## src/rtl/ysyx_24100029_ifu.sv

```systemverilog
// Instruction fetch unit: PC register, icache request handshake and optional BTB predictor.
// The BTB is built only when BRANCH_PREDICT_EN is defined; otherwise fetch is strictly sequential.
module ysyx_24100029_ifu #(
    parameter logic [31:0] RESET_PC        = 32'h3000_0000,
    parameter int          BTB_INDEX_WIDTH = 3
) (
    input  logic        clock,
    input  logic        reset,
    input  logic        redirect_valid,
    input  logic [31:0] redirect_pc,
    input  logic        upd_valid,
    input  logic [31:0] upd_pc,
    input  logic [31:0] upd_target,
    input  logic        upd_taken,
    input  logic        cpu_ready_i,
    output logic        cpu_valid_o,
    output logic [31:0] cpu_pc_o,
    output logic [31:0] pred_pc_o,
    output logic        pred_res_o
);

    logic [31:0] pc_r;
    logic [31:0] pc_d;
    logic        valid_r;
    logic [31:0] pc_plus4;
    logic [31:0] pred_pc;
    logic        pred_res;

    assign pc_plus4 = pc_r + 32'd4;

`ifdef BRANCH_PREDICT_EN
    localparam int N_ENT = 1 << BTB_INDEX_WIDTH;
    localparam int TAG_W = 30 - BTB_INDEX_WIDTH;

    logic [N_ENT-1:0]           btb_valid_q;
    logic [TAG_W-1:0]           btb_tag_q [N_ENT];
    logic [31:0]                btb_tgt_q [N_ENT];
    logic [1:0]                 btb_ctr_q [N_ENT];

    logic [BTB_INDEX_WIDTH-1:0] rd_idx;
    logic [BTB_INDEX_WIDTH-1:0] up_idx;
    logic [TAG_W-1:0]           rd_tag;
    logic [TAG_W-1:0]           up_tag;
    logic                       rd_hit;
    logic                       up_hit;
    logic [1:0]                 unused_upd;

    assign rd_idx     = pc_r[BTB_INDEX_WIDTH+1:2];
    assign rd_tag     = pc_r[31:BTB_INDEX_WIDTH+2];
    assign up_idx     = upd_pc[BTB_INDEX_WIDTH+1:2];
    assign up_tag     = upd_pc[31:BTB_INDEX_WIDTH+2];
    assign rd_hit     = btb_valid_q[rd_idx] && (btb_tag_q[rd_idx] == rd_tag);
    assign up_hit     = btb_valid_q[up_idx] && (btb_tag_q[up_idx] == up_tag);
    assign unused_upd = upd_pc[1:0];

    always_comb begin
        pred_res = 1'b0;
        pred_pc  = pc_plus4;
        if (rd_hit && btb_ctr_q[rd_idx][1]) begin
            pred_res = 1'b1;
            pred_pc  = btb_tgt_q[rd_idx];
        end
    end

    always_ff @(posedge clock) begin
        if (reset) begin
            btb_valid_q <= '0;
        end else if (upd_valid && upd_taken && !up_hit) begin
            btb_valid_q[up_idx] <= 1'b1;
        end
    end

    // Payload is not reset: entries are qualified by btb_valid_q alone.
    always_ff @(posedge clock) begin
        if (!reset && upd_valid) begin
            if (up_hit) begin
                if (upd_taken) begin
                    btb_tgt_q[up_idx] <= upd_target;
                    if (btb_ctr_q[up_idx] != 2'b11) btb_ctr_q[up_idx] <= btb_ctr_q[up_idx] + 2'd1;
                end else if (btb_ctr_q[up_idx] != 2'b00) begin
                    btb_ctr_q[up_idx] <= btb_ctr_q[up_idx] - 2'd1;
                end
            end else if (upd_taken) begin
                btb_tag_q[up_idx] <= up_tag;
                btb_tgt_q[up_idx] <= upd_target;
                btb_ctr_q[up_idx] <= 2'b10;
            end
        end
    end
`else
    logic unused_upd;

    assign unused_upd = ^{upd_valid, upd_pc, upd_target, upd_taken};
    assign pred_res   = 1'b0;
    assign pred_pc    = pc_plus4;
`endif

    // Reset forces the visible outputs so they are defined before the first edge.
    assign cpu_valid_o = valid_r & ~redirect_valid & ~reset;
    assign cpu_pc_o    = reset ? RESET_PC : pc_r;
    assign pred_pc_o   = reset ? (RESET_PC + 32'd4) : pred_pc;
    assign pred_res_o  = reset ? 1'b0 : pred_res;

    always_comb begin
        pc_d = pc_r;
        if (redirect_valid) begin
            pc_d = redirect_pc;
        end else if (cpu_valid_o && cpu_ready_i) begin
            pc_d = pred_pc_o;
        end
    end

    always_ff @(posedge clock) begin
        if (reset) begin
            pc_r    <= RESET_PC;
            valid_r <= 1'b0;
        end else begin
            pc_r    <= pc_d;
            valid_r <= 1'b1;
        end
    end

endmodule

```

## config.mk

```make
export PLATFORM = sky130hd
export DESIGN_NAME = ysyx_24100029_ifu
export DESIGN_NICKNAME = d
export VERILOG_FILES = /design/src/rtl/ysyx_24100029_ifu.sv
export SDC_FILE = /design/constraint.sdc
export NUM_CORES = 1
export LEC_CHECK = 0
export ABC_AREA = 1
export BUFFER_PORTS_ARGS = -buffer_cell sky130_fd_sc_hd__buf_2
export CAP_MARGIN = 15
export CORE_MARGIN = 4
export CORE_UTILIZATION = 35
export DETAILED_ROUTE_END_ITERATION = 10
export HOLD_SLACK_MARGIN = 0.03
export PLACE_DENSITY = 0.81
export SLEW_MARGIN = 30
export SYNTH_ARGS = -nofsm -noshare
export SYNTH_HDL_FRONTEND = slang
export SYNTH_SLANG_ARGS = --single-unit
```

## constraint.sdc

```tcl
create_clock -name clock -period 1.69 [get_ports clock]
set_clock_uncertainty 0.15 [all_clocks]
set_input_delay 0.338 -clock clock [delete_from_list [all_inputs] [get_ports clock]]
set_output_delay 0.338 -clock clock [all_outputs]
set_load 0.01 [all_outputs]
```

# [After elaboration in Yosys (flattened, before gate mapping)]
# Cells that the tools add are included.
[word_totals] regBits=33 input_bits=102 out_inout_bits=66 wordCells=14
[classes] n_addsub=1 muxes=5 bitwise_logic=4 n_reduce_logical=2
[ops] cell="$mux 32" n=4
[ops] cell="$add 32x3->32 const B" n=1
[ops] cell="$and 1x1->1" n=2
[ops] cell="$not 1->1" n=2
[ops] cell="$reduce_bool 2->1" n=1
[ops] cell="$logic_and 1x1->1" n=1
[ops] cell="$mux 1" n=1

# [Longest topological paths before layout]
[depth] depth_word=6 mapped_depth=11 ltp_nobuf=11

# [Least setup slack after synthesis]
# No wires, ideal clock.
[synth_path] kind="register -> output" start="reg pc_r[2]" end="out pred_pc_o[26]" arrival_ps=1443 required_ps=1202 setup_slack_ps=-241 stages_incl_launch_ff=12 n_path_buf=0 cell_sequence="dfxtp_1 -> ha_1 -> nand2_2 -> nor2_4 -> nand2_4 -> clkinv_2 -> nand2_4 -> nor2_8 -> nand2_2 -> nand2_1 -> nand2_1 -> nor2_2"
[synth_between] elab_chain_cells=2
[synth_rtl] element="from (decl)" line="22" source="logic [31:0] pc_r;"
[synth_rtl] element="from (signal assigned)" line="118" source="pc_r <= pc_d;"
[synth_rtl] element="$add 32x3->32" line="29" source="assign pc_plus4 = pc_r + 32'd4;"
[synth_rtl] element="$mux 32" line="101" source="assign pred_pc_o = reset ? (RESET_PC + 32'd4) : pred_pc;"
[synth_rtl] element="to (decl)" line="18" source="output logic [31:0] pred_pc_o,"
# No other way between the ends.

# [Final worst setup path]
[layout_path] start="reg pc_r[3]" end="out pred_pc_o[10]"
# Same word-level chain as after synthesis.

==> flow_metrics.py <==
metrics = {
    "run_status": {
        "status": "finished with violations",
        "violations": "setup timing",
    },
    "yosys": {
        "yosysUniqueCellTypes": 40,
        "yosys_most_used_dff": "dfxtp_1",
        "ys_seq_elements": 33,
        "ys_seq_area_frac": 0.241,
        "synth.area.top_cells": "dfxtp_1 24%, nand2_1 20%, nor2_1 11%",
        "synth-edff-count": 0,
        "synth-async-reset-ratio": 0,
        "netlist.area_leader.share": 0.241,
        "syn_area_sq_mm": 0.00274,
        "synth_nets": 577,
        "yosysTopAreaCell": "dfxtp_1",
        "syn_inst": 474,
        "yosys_warnings": 0,
        "avgSynthCellArea_sq_um": 5.79,
    },
    "critical_path": {
        "crit_type": "flop to output pin",
        "cp-end-kind": "output pin",
        "start_kind": "flop",
        "r2r_start": "pc_r[3]",
        "r2r_cells": 10,
        "startpoint": "pc_r[3]",
        "cp_data_required_time_ns": 1.20,
        "cp_max_fo": 3,
        "timing.critical_path.to": "pred_pc_o[10]",
        "cp.arrival_ns": 1.85,
        "r2r_end": "pc_r[10]",
        "r2r_slack_ns": -0.13,
    },
    "clocking": {
        "h-tree-depth": 2,
        "cts_tree": "built",
        "cts.clk_slew.worst_paths_ns": 0.08,
        "cts_made_buffers": 5,
        "clock_tree.buffer_depth": 2,
        "cts_root_buffer": "clkbuf_8",
        "clock-sinks": 33,
        "clock_latency_ns": 0.31,
    },
    "floorplanning": {
        "core_sq_mm": 0.00769,
        "ios": 168,
        "dieArea_sq_mm": 0.00932,
        "rows": 32,
        "die_w_um": 96.5,
        "start_util": 0.357,
        "fp.dieH_um": 96.5,
    },
    "sta": {
        "hold_ws_ns": 0.126,
        "fin_crit_ns": 2.34,
        "rsz0062_at_grt": "yes",
        "slew_violations": 0,
        "fmax_mhz": 428,
        "hold_viol": 0,
        "period_share": 1.38,
        "setup_ws_ns": -0.648,
        "setup_viol": 38,
    },
    "place": {
        "finalWeightedCongestion": 0.926,
        "portBuffers": 100,
        "hpwl_um": 7360,
        "dpl.cell_count": 725,
    },
    "cells_and_area": {
        "num-nets-final": 770,
        "diodes": 0,
        "mostFrequentLayoutCells": "99 x nand2_1, 89 x buf_2, 80 x buf_4",
        "stdcell_count": 770,
        "area_growth_pct": 84.6,
        "final_util": 0.659,
        "layout_commonest_cell": "nand2_1",
        "drive_gt1_frac": 0.600,
    },
    "routing": {
        "vias": 4191,
        "drt_iter0_markers": 402,
        "detail-route-antenna-nets": 0,
        "vias_per_cell": 5.44,
        "drt_first_pass_iters": 5,
        "wl_per_cell_um": 18.3,
        "wl_um": 14100,
        "drc": 0,
    },
    "power_and_ir_drop": {
        "power_leakage_nw": 2.52,
        "power_mw": 2.36,
        "power_density_mw_per_mm2": 466,
        "peakVddDrop_v": 0.000308,
    },
    "job": {
        "maxCapViolCount": 0,
    },
    "global_routing": {
        "grt-ovfl-total": 0,
        "grt_max_degree": 29,
        "grt_pass1_vias": 3753,
        "grt_use_total": 0.234,
        "antenna_found_initial": 0,
        "grt_pass1_wl_um": 16900,
    },
    "worst_hold_path": {
        "min_path_type": "input pin to flop",
    },
}
==> logic make-up (layout without fill, tap and decap cells) <==
logic type | after synthesis | count (layout) | share of synthesized area
compound gates | 55 | 55 | 0.119
xor+xnor | 2 | 2 | 0.00913
fa+ha+maj | 1 | 1 | 0.00456
buf+inv | 83 | 277 | 0.129
flops | 33 | 33 | 0.241
other cells | 1 | 1 | 0.00137
simple gates | 299 | 299 | 0.496
==> how the worst min path moves through the flow <==
stage,end,from,cells after the start
2_1_floorplan,pc_r[0],pc_r[0],2
3_3_place_gp,pc_r[0],pc_r[0],2
3_5_place_dp,pc_r[1],pc_r[1],2
4_1_cts,pc_r[28],redirect_pc[28],3
5_1_grt,pc_r[29],redirect_pc[29],3
6_report,pc_r[26],redirect_pc[26],3
==> metrics by stage <==
stage	setup TNS [ns]	setup WS [ns]	area (sq um)
6_report	-14.49	-0.648	5060
5_1_grt	-16.88	-0.709	5060
4_1_cts	-10.67	-0.499	4350
3_5_place_dp	-3.61	-0.228	3850
3_3_place_gp	-2.92	-0.192	3850
2_1_floorplan	-0.162	-0.0893	2780
==> state kept, by name, indices dropped and copies added (netlist names) <==
name     cells
valid_r      1
pc_r        32
==> synthesized netlist by cell type (2+ instances only) <==
cell type,instances
a31oi_1,7
a21oi_1,10
inv_2,5
nand2_4,4
nand2_1,143
nand4_1,7
nor2_8,2
buf_1,3
nor2_1,83
dfxtp_1,33
nor2_4,5
o21ai_1,16
a211oi_2,2
a22oi_1,2
buf_4,6
a211oi_1,2
nor2_2,8
inv_1,56
o22ai_1,2
o21ai_0,11
nand2_2,8
a21oi_2,2
buf_2,6
clkbuf_1,4
nand3_1,32
==> power breakdown <==
| part | internal, mW | switching, mW |
|---|---|---|
| sequential | 0.823 | 0.0729 |
| clock | 0.369 | 0.350 |
| combinational | 0.331 | 0.417 |
==> final cells by class <==
cell class / instances / area, sq um
Sequential cell: 33 / 734
Clock buffer: 7 / 96.3
Multi-Input combinational cell: 358 / 2320
Clock inverter: 1 / 5.00
Inverter: 63 / 269
Timing Repair Buffer: 206 / 1510
Fill cell: 582 / 2630
Tap cell: 102 / 128
==> what timing repair did <==
item | CTS | global route
buffers inserted | 16 | 28
hold buffers | 0 | 0
pin swaps | 27 | 54
gates resized for setup | 101 | 151
endpoints found under the setup margin | 33 | 53
==> per-layer routing <==
| layer | part of all wire | wire length (um) | GRT usage |
|---|---|---|---|
| met1 | 0.35 | 4920 | 0.258 |
| met2 | 0.48 | 6800 | 0.419 |
| met3 | 0.089 | 1250 | 0.0465 |
| met4 | 0.079 | 1110 | 0.123 |
| met5 | 0 | 0 | 0 |
==> critical path, stage by stage, from the launching register on <==
cell     delay (ns)
dfxtp_4        0.39
ha_4           0.18
nand2_4        0.08
nor2_4         0.14
nand2_4        0.09
buf_4          0.15
buf_4          0.13
nand2_1        0.04
nor3b_2        0.19
buf_2          0.16
Power figures use the tool's default switching activity.
